File: config.mk
export PLATFORM = sky130hd
export DESIGN_NAME = instr_fetch_flat
export DESIGN_NICKNAME = d
export VERILOG_FILES = /design/src/rtl/fetch_pkg.sv /design/src/rtl/instr_fetch_if.sv /design/src/rtl/fetch_fifo.sv /design/src/rtl/instr_fetch.sv /design/src/flat_wrapper.sv
export SDC_FILE = /design/constraint.sdc
export NUM_CORES = 1
export LEC_CHECK = 0
export BUFFER_PORTS_ARGS = -buffer_cell sky130_fd_sc_hd__buf_2
export CAP_MARGIN = 20
export CORE_MARGIN = 5
export CORE_UTILIZATION = 38
export DETAILED_ROUTE_END_ITERATION = 7
export HOLD_SLACK_MARGIN = 0.02
export PLACE_DENSITY = 0.57
export SKIP_LAST_GASP = 1
export SYNTH_ARGS = -nofsm -noshare
export SYNTH_HDL_FRONTEND = slang
export SYNTH_HIERARCHICAL = 1
export SYNTH_SLANG_ARGS = --single-unit
File: constraint.sdc
create_clock -name clk -period 3.5 [get_ports clk]
set_input_delay 0.35 -clock clk [delete_from_list [all_inputs] [get_ports clk]]
set_output_delay 0.35 -clock clk [all_outputs]
set_load 0.02 [all_outputs]
File: src/rtl/fetch_pkg.sv
// Shared constants and types for the instruction fetch unit and its queue.
package fetch_pkg;

    localparam logic [3:0] HALT_OPCODE = 4'hF;
    localparam int         QUEUE_DEPTH = 2;

    typedef enum logic [1:0] {
        IDLE,
        FETCH,
        HALTED
    } fetch_state_e;

    function automatic logic is_halt(input logic [3:0] opcode);
        return opcode == HALT_OPCODE;
    endfunction

endpackage

File: src/rtl/instr_fetch_if.sv
// Valid/ready channel carrying fetched {pc, instr} pairs to the decoder.
interface instr_fetch_if #(
    parameter int ADDR_WIDTH = 16,
    parameter int DATA_WIDTH = 16
) ();

    logic                  out_valid;
    logic                  out_ready;
    logic [DATA_WIDTH-1:0] out_instr;
    logic [ADDR_WIDTH-1:0] out_pc;

    modport master (
        output out_valid,
        output out_instr,
        output out_pc,
        input  out_ready
    );

    modport slave (
        input  out_valid,
        input  out_instr,
        input  out_pc,
        output out_ready
    );

endinterface

File: src/rtl/fetch_fifo.sv
// Two-entry flushable FIFO of {pc, instr}; flush beats push in the same cycle.
module fetch_fifo
    import fetch_pkg::*;
#(
    parameter int ADDR_WIDTH = 16,
    parameter int DATA_WIDTH = 16
) (
    input  logic                  clk,
    input  logic                  rst_n,
    input  logic                  push_i,
    input  logic [ADDR_WIDTH-1:0] push_pc_i,
    input  logic [DATA_WIDTH-1:0] push_instr_i,
    input  logic                  pop_i,
    input  logic                  flush_i,
    output logic [1:0]            count_o,
    output logic                  head_valid_o,
    output logic [ADDR_WIDTH-1:0] head_pc_o,
    output logic [DATA_WIDTH-1:0] head_instr_o
);

    localparam int ENTRY_WIDTH = ADDR_WIDTH + DATA_WIDTH;

    logic             rd_ptr_q, rd_ptr_d;
    logic             wr_ptr_q, wr_ptr_d;
    logic [1:0]       count_q, count_d;
    logic             do_pop;
    logic             do_push;
    logic [ENTRY_WIDTH-1:0] entry_view [QUEUE_DEPTH];
    logic [ENTRY_WIDTH-1:0] head_entry;

    // A full queue may still take a push when the head leaves this cycle.
    assign do_pop  = pop_i && (count_q != 2'd0);
    assign do_push = push_i && !flush_i && ((count_q < 2'(QUEUE_DEPTH)) || do_pop);

    always_comb begin
        rd_ptr_d = rd_ptr_q;
        wr_ptr_d = wr_ptr_q;
        count_d  = count_q;
        if (flush_i) begin
            rd_ptr_d = 1'b0;
            wr_ptr_d = 1'b0;
            count_d  = 2'd0;
        end else begin
            if (do_push) wr_ptr_d = ~wr_ptr_q;
            if (do_pop)  rd_ptr_d = ~rd_ptr_q;
            count_d = count_q + 2'(do_push) - 2'(do_pop);
        end
    end

    always_ff @(posedge clk) begin
        if (!rst_n) begin
            rd_ptr_q <= 1'b0;
            wr_ptr_q <= 1'b0;
            count_q  <= 2'd0;
        end else begin
            rd_ptr_q <= rd_ptr_d;
            wr_ptr_q <= wr_ptr_d;
            count_q  <= count_d;
        end
    end

    for (genvar gi = 0; gi < QUEUE_DEPTH; gi++) begin : g_entry
        logic [ENTRY_WIDTH-1:0] ent_q, ent_d;

        always_comb begin
            ent_d = ent_q;
            if (do_push && (wr_ptr_q == 1'(gi))) ent_d = {push_pc_i, push_instr_i};
        end

        always_ff @(posedge clk) begin
            if (!rst_n) ent_q <= '0;
            else        ent_q <= ent_d;
        end

        assign entry_view[gi] = ent_q;
    end

    // Outputs read as zero while empty so stale flushed entries never leak out.
    assign head_entry   = entry_view[rd_ptr_q];
    assign head_valid_o = (count_q != 2'd0);
    assign head_pc_o    = head_valid_o ? head_entry[ENTRY_WIDTH-1:DATA_WIDTH] : '0;
    assign head_instr_o = head_valid_o ? head_entry[DATA_WIDTH-1:0] : '0;
    assign count_o      = count_q;

endmodule

File: src/rtl/instr_fetch.sv
// Instruction fetch: PC register, IDLE/FETCH/HALTED control, feeds the decode queue.
module instr_fetch
    import fetch_pkg::*;
#(
    parameter int                    ADDR_WIDTH = 16,
    parameter int                    DATA_WIDTH = 16,
    parameter logic [ADDR_WIDTH-1:0] RESET_PC   = '0
) (
    input  logic                  clk,
    input  logic                  rst_n,
    input  logic                  start_i,
    output logic [ADDR_WIDTH-1:0] pc_o,
    input  logic [DATA_WIDTH-1:0] instr_i,
    input  logic                  branch_valid_i,
    input  logic [ADDR_WIDTH-1:0] branch_target_i,
    output logic                  halted_o,
    instr_fetch_if.master         out_if
);

    fetch_state_e          state_q, state_d;
    logic [ADDR_WIDTH-1:0] pc_q, pc_d;
    logic                  push;
    logic                  flush;
    logic                  pop;
    logic [1:0]            fifo_count;
    logic                  head_valid;
    logic [ADDR_WIDTH-1:0] head_pc;
    logic [DATA_WIDTH-1:0] head_instr;

    assign pop = head_valid && out_if.out_ready;

    // Branch outranks halt detection and the normal push; the instruction on
    // instr_i in a branch cycle is discarded.
    always_comb begin
        state_d = state_q;
        pc_d    = pc_q;
        push    = 1'b0;
        flush   = 1'b0;
        unique case (state_q)
            IDLE: begin
                if (start_i) state_d = FETCH;
            end
            FETCH: begin
                if (branch_valid_i) begin
                    flush = 1'b1;
                    pc_d  = branch_target_i;
                end else if ((fifo_count < 2'(QUEUE_DEPTH)) || pop) begin
                    push = 1'b1;
                    if (is_halt(instr_i[DATA_WIDTH-1 -: 4])) state_d = HALTED;
                    else                                     pc_d    = pc_q + 1'b1;
                end
            end
            HALTED: begin
                if (branch_valid_i) begin
                    flush   = 1'b1;
                    pc_d    = branch_target_i;
                    state_d = FETCH;
                end
            end
            default: state_d = IDLE;
        endcase
    end

    always_ff @(posedge clk) begin
        if (!rst_n) begin
            state_q <= IDLE;
            pc_q    <= RESET_PC;
        end else begin
            state_q <= state_d;
            pc_q    <= pc_d;
        end
    end

    fetch_fifo #(
        .ADDR_WIDTH (ADDR_WIDTH),
        .DATA_WIDTH (DATA_WIDTH)
    ) u_fifo (
        .clk          (clk),
        .rst_n        (rst_n),
        .push_i       (push),
        .push_pc_i    (pc_q),
        .push_instr_i (instr_i),
        .pop_i        (pop),
        .flush_i      (flush),
        .count_o      (fifo_count),
        .head_valid_o (head_valid),
        .head_pc_o    (head_pc),
        .head_instr_o (head_instr)
    );

    assign pc_o             = pc_q;
    assign halted_o         = (state_q == HALTED);
    assign out_if.out_valid = head_valid;
    assign out_if.out_pc    = head_pc;
    assign out_if.out_instr = head_instr;

endmodule

File: src/flat_wrapper.sv
// flat-port wrapper written by rule: the top's interface ports become plain ports
module instr_fetch_flat import fetch_pkg::*;
#(
    parameter int                    ADDR_WIDTH = 16,
    parameter int                    DATA_WIDTH = 16,
    parameter logic [ADDR_WIDTH-1:0] RESET_PC   = '0
)
  (clk, rst_n, start_i, pc_o, instr_i, branch_valid_i, branch_target_i, halted_o, out_if_out_valid, out_if_out_instr, out_if_out_pc, out_if_out_ready);
  instr_fetch_if #(.ADDR_WIDTH(ADDR_WIDTH), .DATA_WIDTH(DATA_WIDTH)) out_if_i ();
  input  logic clk;
  input  logic rst_n;
  input  logic start_i;
  output logic [ADDR_WIDTH-1:0] pc_o;
  input  logic [DATA_WIDTH-1:0] instr_i;
  input  logic branch_valid_i;
  input  logic [ADDR_WIDTH-1:0] branch_target_i;
  output logic halted_o;
  output wire logic [$bits(out_if_i.out_valid)-1:0] out_if_out_valid;
  output wire logic [$bits(out_if_i.out_instr)-1:0] out_if_out_instr;
  output wire logic [$bits(out_if_i.out_pc)-1:0] out_if_out_pc;
  input wire logic [$bits(out_if_i.out_ready)-1:0] out_if_out_ready;
  assign out_if_out_valid = out_if_i.out_valid;
  assign out_if_out_instr = out_if_i.out_instr;
  assign out_if_out_pc = out_if_i.out_pc;
  assign out_if_i.out_ready = out_if_out_ready;
  instr_fetch #(.ADDR_WIDTH(ADDR_WIDTH), .DATA_WIDTH(DATA_WIDTH), .RESET_PC(RESET_PC)) u_core (.clk(clk), .rst_n(rst_n), .start_i(start_i), .pc_o(pc_o), .instr_i(instr_i), .branch_valid_i(branch_valid_i), .branch_target_i(branch_target_i), .halted_o(halted_o), .out_if(out_if_i));
endmodule
# == Word level (Yosys, flattened, before mapping) ==
# Index checks and enable logic that the tools add are counted.
# classes
eq_ne,10
div,0
n_addsub,3
shifts,0
order_cmp,2
n_mul,0
muxes,21
bitwise_logic,4
n_reduce_logical,16
# ops
cell,count
$mux 16,6
$mux 32,3
$pmux 16 s2,1
$add 16x1->16 const B,1
$mux 2,5
$logic_and 1x1->1,6
$ne 2x2->1 const B,3
$pmux 2 s3,1
$mux 1,5
$reduce_and 5->1,1
$eq 4x4->1 const B,1
$ne 2x1->1 const B,2
$reduce_and 4->1,1
$reduce_bool 2->1,2
$reduce_or 2->1,2
$ne 3x2->1 const B,1
$ne 3x3->1 const B,1
$not 1->1,3
$add 2x1->2,1
$eq 2x1->1 const B,1
$eq 2x2->1 const B,1
$ge 2x2->1 const B,1
$logic_not 2->1,1
$logic_or 1x1->1,2
4 further kinds,4
# totals
reg_bits,86
latch_bits,0
inputBits,37
out_inout_bits,50
elab_cells,63
mem_count,0
rom_bits,0
ram_bits,0

# == Depth between registers and ports, before layout ==
# Gate-level depths: netlist of the first run.
# depth
ltp_word,10
mapped_depth,12

# == Cells and area by module ==
# Netlist of the first run, hierarchy kept.
# modules_own_cells
module,area_each_um2,cells_per_inst,instances,seq_area_each_um2
fetch_fifo,3104.2,341,1,1361.3
instr_fetch,1262.5,164,1,360.3

# == Worst setup path after synthesis of the first run ==
# Ideal clock, no wire load.
# synth_timing
kind,register to register
startpoint,register u_core.u_fifo.count_q[1] (netlist: u_core/u_fifo/count_o[1])
endpoint,register u_core.u_fifo.count_q[1] (netlist: u_core/u_fifo/count_o[1])
path_stages_with_launch,13
t_arrival_ps,2504
synth_period_minus_slack_ps,2574
path_slack_ps,926
path_cell_list,dfxtp_1 nor2_1 clkbuf_1 inv_2 a21boi_0 nor3b_1 nor2b_1 nand2_1 o21ai_1 ha_1 xor2_1 or3_1 a21oi_1
# synth_between
elab_chain_len,10
elab_cells_between_ends,13
# synth_lines
item,line_no,rtl
start: declaration,fetch_fifo.sv:25,"logic [1:0] count_q, count_d;"
start signal: assignment,fetch_fifo.sv:58,count_q <= count_d;
$reduce_bool 2->1,fetch_fifo.sv:80,assign head_valid_o = (count_q != 2'd0);
via out_if_out_valid,flat_wrapper.sv:18,output wire logic [$bits(out_if_i.out_valid)-1:0] out_if_out_valid;
$logic_and 1x1->1,instr_fetch.sv:30,assign pop = head_valid && out_if.out_ready;
$logic_or 1x1->1,instr_fetch.sv:47,end else if ((fifo_count < 2'(QUEUE_DEPTH)) || pop) begin
$mux 1,instr_fetch.sv:47,
$mux 1,instr_fetch.sv:44,if (branch_valid_i) begin
$mux 1,instr_fetch.sv:39,unique case (state_q)
via u_core.push,instr_fetch.sv:22,logic push;
$logic_and 1x1->1 (2 in series),fetch_fifo.sv:33,assign do_push = push_i && !flush_i && ((count_q < 2'(QUEUE_DEPTH)) || do_pop);
$add 2x1->2,fetch_fifo.sv:46,count_d = count_q + 2'(do_push) - 2'(do_pop);
$sub 2x1->2,fetch_fifo.sv:46,
# The timed path passes the listed nets, and every way through them passes these cells.
# A chain may end at the register's enable or synchronous reset.

# == Worst setup path in the final report of the first run ==
# layout_timing
startpoint,register u_core.u_fifo.count_q[1] (netlist: u_core/u_fifo/count_o[1])
endpoint,register u_core.u_fifo.count_q[1] (netlist: u_core/u_fifo/count_o[1])
# layout_between
elab_chain_len,10
elab_cells_between_ends,13
# layout_lines
item,line_no
branches (longest 2 deep; another with $lt 2x2->1),n/a
$logic_or 1x1->1 *,instr_fetch.sv:47
$mux 1 *,instr_fetch.sv:47
$mux 1 *,instr_fetch.sv:44
$mux 1 *,instr_fetch.sv:39
via u_core.push,instr_fetch.sv:22
$logic_and 1x1->1 * (2 in series),fetch_fifo.sv:33
$add 2x1->2 *,fetch_fifo.sv:46
$sub 2x1->2 *,fetch_fifo.sv:46
# Mark *: on every way through the listed nets, which the timed path passes.

==> metrics.md, run 1 <==
| Metric | Value |
|---|---|
| Share of layout cells above drive strength 1 | 20.1% |
| Diode count | 0 |
| Clk slew on worst S/H paths | 60 ps |
| Worst Path Max Fanout | 6 |
| Starting density of the core | around 39% |
| Synth-to-Final Area Change | 17.8% |
| # setup viols final | 0 |
| Detailed placer's ending HPWL | 7.74 mm |
| Routed WL per cell | 15.5 µm |
| # hold bufs at CTS | 0 |
| # Max-Cap Violations | 0 |
| Worst-Skew Late Latency | approximately 330 ps |
| Synth top area cells | dfxtp_1 (39%), mux2i_1 (22%), nand2_1 (10%) |
| Final hold vios | 0 |
| Peak VDD IR | 0.334 mV |
| Sw frac | 33.8% |
| Post-CTS Setup Repair Bufs | 0 |
| Combinational Power Share | 27.7% |
| GRT Residual Overflow | 0 |
| Max Clk Rate | between 400 and 500 MHz |
| Die Ht | between 100 and 150 µm |
| Final wirelength | 11.1 mm |
| Final setup margin | 1060 ps |
| Area leader, netlist | dfxtp_1 |
| Lkg Pwr | 0.00217 µW |
| Seq/Total Area, Yosys | 39.4% |
| Avg Vias per Cell | between 5 and 6 |
| Seq cells post-synth | 86 |
| Final layout net count | 615 |
| Data required, critical path | 3750 ps |
| Flop pwr share | approximately 39% |
| Post-synth EDFFs | 0 |
| Placer Congestion | between 0.7 and 0.8 |
| Die area | 13700 µm² |
| Core Region | 11300 µm² |
| Initial antenna violation count | 0 |
| Mapped Cells | approximately 510 |
| Antenna Violating Nets Remaining | 0 |
| Placed cell areas | 4830 µm² |
| Die W | between 100 and 150 µm |
| Psw | ~1000 µW |
| First-pass GRT wire length | between 15 and 20 mm |
| Fin crit period | 2440 ps |
| Most common cell in the netlist | nand2_1 |
| Status | completed |
| Pwr dens | 599 nW/µm² |
| Ys flop type | dfxtp_1 |
| CTS Buf Count | 9 |
| Commonest cells in the netlist | nand2_1 (120), mux2i_1 (96), dfxtp_1 (86), nor2_1 (43), clkbuf_1 (19) |
| Share of the synthesized area in the top cell type | 39.4% |
| Clock skew | 6.08 ps |
| Gr usage total | between 10% and 20% |
| Synth warnings | 6 |
| Filler instances | ~1100 |
| Setup tns final | 0 ps |
| Fin. max-slew vios | 0 |
| Drt first pass iters | 5 |
| Synth Cell Area | 4370 µm² |
| Slew @ Worst Pin | 1030 ps |
| Kind of critical path | flop to flop |
| Internal power | 2040 µW |
| Crit path capture type | flop |
| H-tree depth | 3 |
| Clock tree sinks | 86 |
| Crit path arrival time | about 2700 ps |
| CTS Root Cell | clkbuf_16 |
| Vias in the first global route | about 3700 |
| Worst slew margin | 31.2% |
| Worst slack at placement | 1110 ps |
| Syn avg cell area | 8.65 µm² |
| CTS tree | built |
| Power share of the clock group | around a third |
| Final worst path period share | 69.8% |
| Iter 0 DRT Violations | 202 |
| Final Util | 45.4% |
| CP Launch Type | flop |
| Syn nets | 548 |
| Ports | 87 |
| Final Cell Area | 5140 µm² |
| # rows | 39 |
| Port bufs | 86 |
| RSZ-0062 raised after global routing | false |
| Post_cts resized | 0 |
| Final hold slack | 290 ps |
| Worst Hold Class | primary input to flop |
| Max Buffers Root-to-Sink | 2 |
| Largest net degree at the start of global routing | 62 |
| Post-synth ARST share | 0% |
| Number of distinct library cells after synthesis | 53 |
| Via count | 3788 |
| # DRC | 0 |
layout make-up:
cell class | count | area (µm²) | share of cell area [%]
Timing Repair Buffer | 94 | 493 | 9.58
Clock inverter | 3 | 68.8 | 1.34
Multi-Input combinational cell | 374 | 2410 | 46.8
Sequential cell | 86 | 1720 | 33.5
Clock buffer | 12 | 246 | 4.79
Inverter | 7 | 26.3 | 0.511
Tap cell | 143 | 179 | 3.48
cells by family (layout without fill, tap and decap cells):
logic type | Yosys count | count (layout) | synth area share (%)
fa+ha+maj | 6 | 6 | 1.72
mux | 96 | 96 | 22.0
buf+inv | 45 | 116 | 5.47
compound gates | 63 | 63 | 10.3
simple gates | 207 | 207 | 20.7
xor+xnor | 2 | 2 | 0.401
flops | 86 | 86 | 39.4
cells in the final DEF (no fill, tap or decap), drive strengths merged, types with 3 or more instances in the layout:
master  count
nand2     120
mux2i      96
buf        94
dfxtp      86
nor2       44
clkbuf     12
a21oi      10
nand3       8
o21ai       8
a211oi      7
o31a        6
ha          6
inv         6
nand4       5
o22ai       5
o32ai       5
nor3        5
and3        4
a31oi       4
and2        3
and4        3
nor2b       3
o31ai       3
worst paths after layout:
path                                                                      start                                               to  cells after the start  slack, ps
worst max register to register              u_core/u_fifo/count_o[1]$_SDFF_PP0_              u_core/u_fifo/count_o[1]$_SDFF_PP0_                     10       1060
worst min register to register  u_core/u_fifo/g_entry[1].ent_q[26]$_SDFFE_PN0P_  u_core/u_fifo/g_entry[1].ent_q[26]$_SDFFE_PN0P_                      2        460
worst max-delay path                        u_core/u_fifo/count_o[1]$_SDFF_PP0_              u_core/u_fifo/count_o[1]$_SDFF_PP0_                     10       1060
worst min-delay path                                                 instr_i[3]   u_core/u_fifo/g_entry[1].ent_q[3]$_SDFFE_PN0P_                      3        290
flip-flops by register name, summed over array words and instances, names as in the netlist:
name,count
u_core/u_fifo/g_entry.ent_q,64
u_core/u_fifo/wr_ptr_q,1
u_core/state_q,2
u_core/pc_o,16
u_core/u_fifo/count_o,2
u_core/u_fifo/rd_ptr_q,1
power groups by stage:
| stage | combinational [µW] | clock (µW) | sequential, µW |
|---|---|---|---|
| finish | 852 | 1010 | 1210 |
| global route | 941 | 1080 | 1230 |
| CTS | 855 | 1040 | 1210 |
| detailed placement | 851 | 0 | 1240 |
| global placement | 842 | 0 | 1230 |
| floorplan | 577 | 0 | 1260 |
stage by stage:
stage	power [µW]	cells
2_1_floorplan	1840	505
3_3_place_gp	2070	704
3_5_place_dp	2090	704
4_1_cts	3110	719
5_1_grt	3250	719
6_report	3080	719
critical path, cell delays in order (launching register included):
cell	delay (ps)
dfxtp_1	450
nor2_2	70
inv_2	60
a21boi_0	180
nor3b_1	440
nor2b_1	260
o21ai_1	100
ha_1	190
xor2_1	150
or3_1	310
a21oi_1	160
routing by layer:
metal  vias to the layer above  wire [µm]  global-route usage, %
met3                         9        709                   3.86
met5                         -          0                      0
li1                       1891          -                      -
met2                       116       5180                   26.8
met1                      1772       5140                   22.1
met4                         0         94                   4.66
Power figures use the tool's default switching activity.
==> run 2, diff against run 1 <==
==> constraint.sdc (replaced) <==
create_clock -name clk -period 2.3 [get_ports clk]
set_input_delay 0.23 -clock clk [delete_from_list [all_inputs] [get_ports clk]]
set_output_delay 0.23 -clock clk [all_outputs]
set_load 0.02 [all_outputs]
==> run 2 against run 1 <==
Against the previous run: sequential power increased by 53%; via count increased by 0.90%; routed wire length grew 1.8%; combinational power is 57% higher; global-route usage increased by 0.33 points; critical path type unchanged.
==> metrics.md, run 2 (synthesized netlist as in run 1, its figures left out) <==
| Metric | Value |
|---|---|
| Status | completed |
| # rows | 39 |
| Worst Path Max Fanout | 6 |
| Share of layout cells above drive strength 1 | between 20% and 30% |
| Max Clk Rate | ~470 MHz |
| # setup viols final | 0 |
| Post-CTS Setup Repair Bufs | 0 |
| GRT Residual Overflow | 0 |
| Filler instances | 1092 |
| # Max-Cap Violations | 0 |
| DR WL met3 | 701 µm |
| Peak VDD IR | around 0.51 mV |
| Crit path arrival time | 2370 ps |
| Core Region | roughly 11000 µm² |
| Setup tns final | 0 ps |
| # hold bufs at CTS | 0 |
| Clock skew | around 3.8 ps |
| Data required, critical path | 2560 ps |
| Diode count | 0 |
| Vias in the first global route | approximately 3700 |
| Die area | about 14000 µm² |
| Met1 wire length | ~5.4 mm |
| Final layout net count | 618 |
| Worst-Skew Late Latency | 330 ps |
| Met2 WL | 5.16 mm |
| Total chip power | 4770 µW |
| Initial antenna violation count | 0 |
| Most flops, register | u_core/u_fifo/g_entry.ent_q |
| Lkg Pwr | between 0.002 and 0.0025 µW |
| Die Ht | 117 µm |
| Reg-to-reg critical path startpoint | u_core/u_fifo/count_o[1]$_SDFF_PP0_ |
| Largest net degree at the start of global routing | 47 |
| Worst slew margin | 49.0% |
| Via count | 3822 |
| Die W | ~120 µm |
| Critical Path Source | u_core/u_fifo/count_o[1]$_SDFF_PP0_ |
| Worst Hold Class | primary input to flop |
| Clk slew on worst S/H paths | 60 ps |
| Hold Path Origin | branch_target_i[1] |
| Kind of critical path | flop to flop |
| # DRC | 0 |
| FF/Latch Area | 1720 µm² |
| Slew @ Worst Pin | 765 ps |
| Uppermost routed layer | met4 |
| Avg Vias per Cell | 5.29 |
| CTS Root Cell | clkbuf_16 |
| Gr usage total | approximately 17% |
| Max Buffers Root-to-Sink | 2 |
| Starting density of the core | 38.6% |
| Clock tree sinks | 86 |
| Largest register FFs | 64 |
| Fin. max-slew vios | 0 |
| Iter 0 DRT Violations | 194 |
| Detailed placer's ending HPWL | 7.68 mm |
| CTS tree | built |
| Final worst path period share | 91.6% |
| CTS Buf Count | 9 |
| First-pass GRT wire length | 18.4 mm |
| Multi-input gate area | 2430 µm² |
| CP Launch Type | flop |
| Port bufs | 86 |
| Final Util | around 46% |
| RSZ-0062 raised after global routing | false |
| Fin crit period | around 2100 ps |
| Synth-to-Final Area Change | 20.1% |
| Most common cell after layout, fill and taps aside | nand2_1 |
| Pwr dens | just over 900 nW/µm² |
| Final hold vios | 0 |
| Placer Congestion | 0.769 |
| Post_cts resized | 0 |
| Drt first pass iters | 4 |
| Commonest cells after routing, fill and taps aside | nand2_1 (120), mux2i_1 (96), buf_2 (85), dfxtp_1 (85), nor2_1 (42) |
| Routed WL per cell | approximately 16 µm |
| Antenna Violating Nets Remaining | 0 |
| Final wirelength | 11.3 mm |
| Ports | 87 |
| Crit path capture type | flop |
| H-tree depth | 3 |
## run 2: path summary, 6_finish.rpt
path                                                                        end  slack [ps]  depth (start not counted)
worst max-delay path                        u_core/u_fifo/count_o[1]$_SDFF_PP0_         190                         10
worst min-delay path                                u_core/pc_o[1]$_SDFFE_PN0P_         160                          3
worst min register to register  u_core/u_fifo/g_entry[0].ent_q[18]$_SDFFE_PN0P_         460                          2
worst max register to register              u_core/u_fifo/count_o[1]$_SDFF_PP0_         190                         10
## run 2: metal layers
metal	track usage (%)	vias to the layer above
met5	0	-
met3	4.94	6
met2	27.3	102
met4	3.13	0
li1	-	1894
met1	22.6	1820
## run 2: stage by stage
| step | instance area (µm²) | setup WS, ps | hold slack [ps] | cells |
|---|---|---|---|---|
| global placement | 4910 | 265 | 441 | 707 |
| detailed placement | 4910 | 161 | 448 | 707 |
| CTS | 5240 | 140 | 152 | 723 |
| floorplan | 4380 | 15.2 | 372 | 505 |
| global route | 5250 | 63.1 | 168 | 723 |
| finish | 5250 | 194 | 165 | 723 |
## run 2: report_power, final
part	leakage, µW	internal [µW]	switching [µW]
clock	0.000148	981	594
sequential	0.000696	1650	200
combinational	0.00135	507	837
## run 2: final cells by class
class	instances	share of cell area, %
Tap cell	143	3.41
Sequential cell	86	32.8
Inverter	7	0.501
Clock inverter	5	1.57
Timing Repair Buffer	97	10.8
Clock buffer	11	4.63
Multi-Input combinational cell	374	46.3
## run 2: worst max-delay path, cell delays in order (launching register included)
cell      delay, ps
dfxtp_1         440
nor2_2           70
inv_2            70
a21boi_2         90
nor3b_4         240
nor2b_2         220
o21ai_1         100
ha_1            200
xor2_1          150
or3_1           320
a21oi_1         140
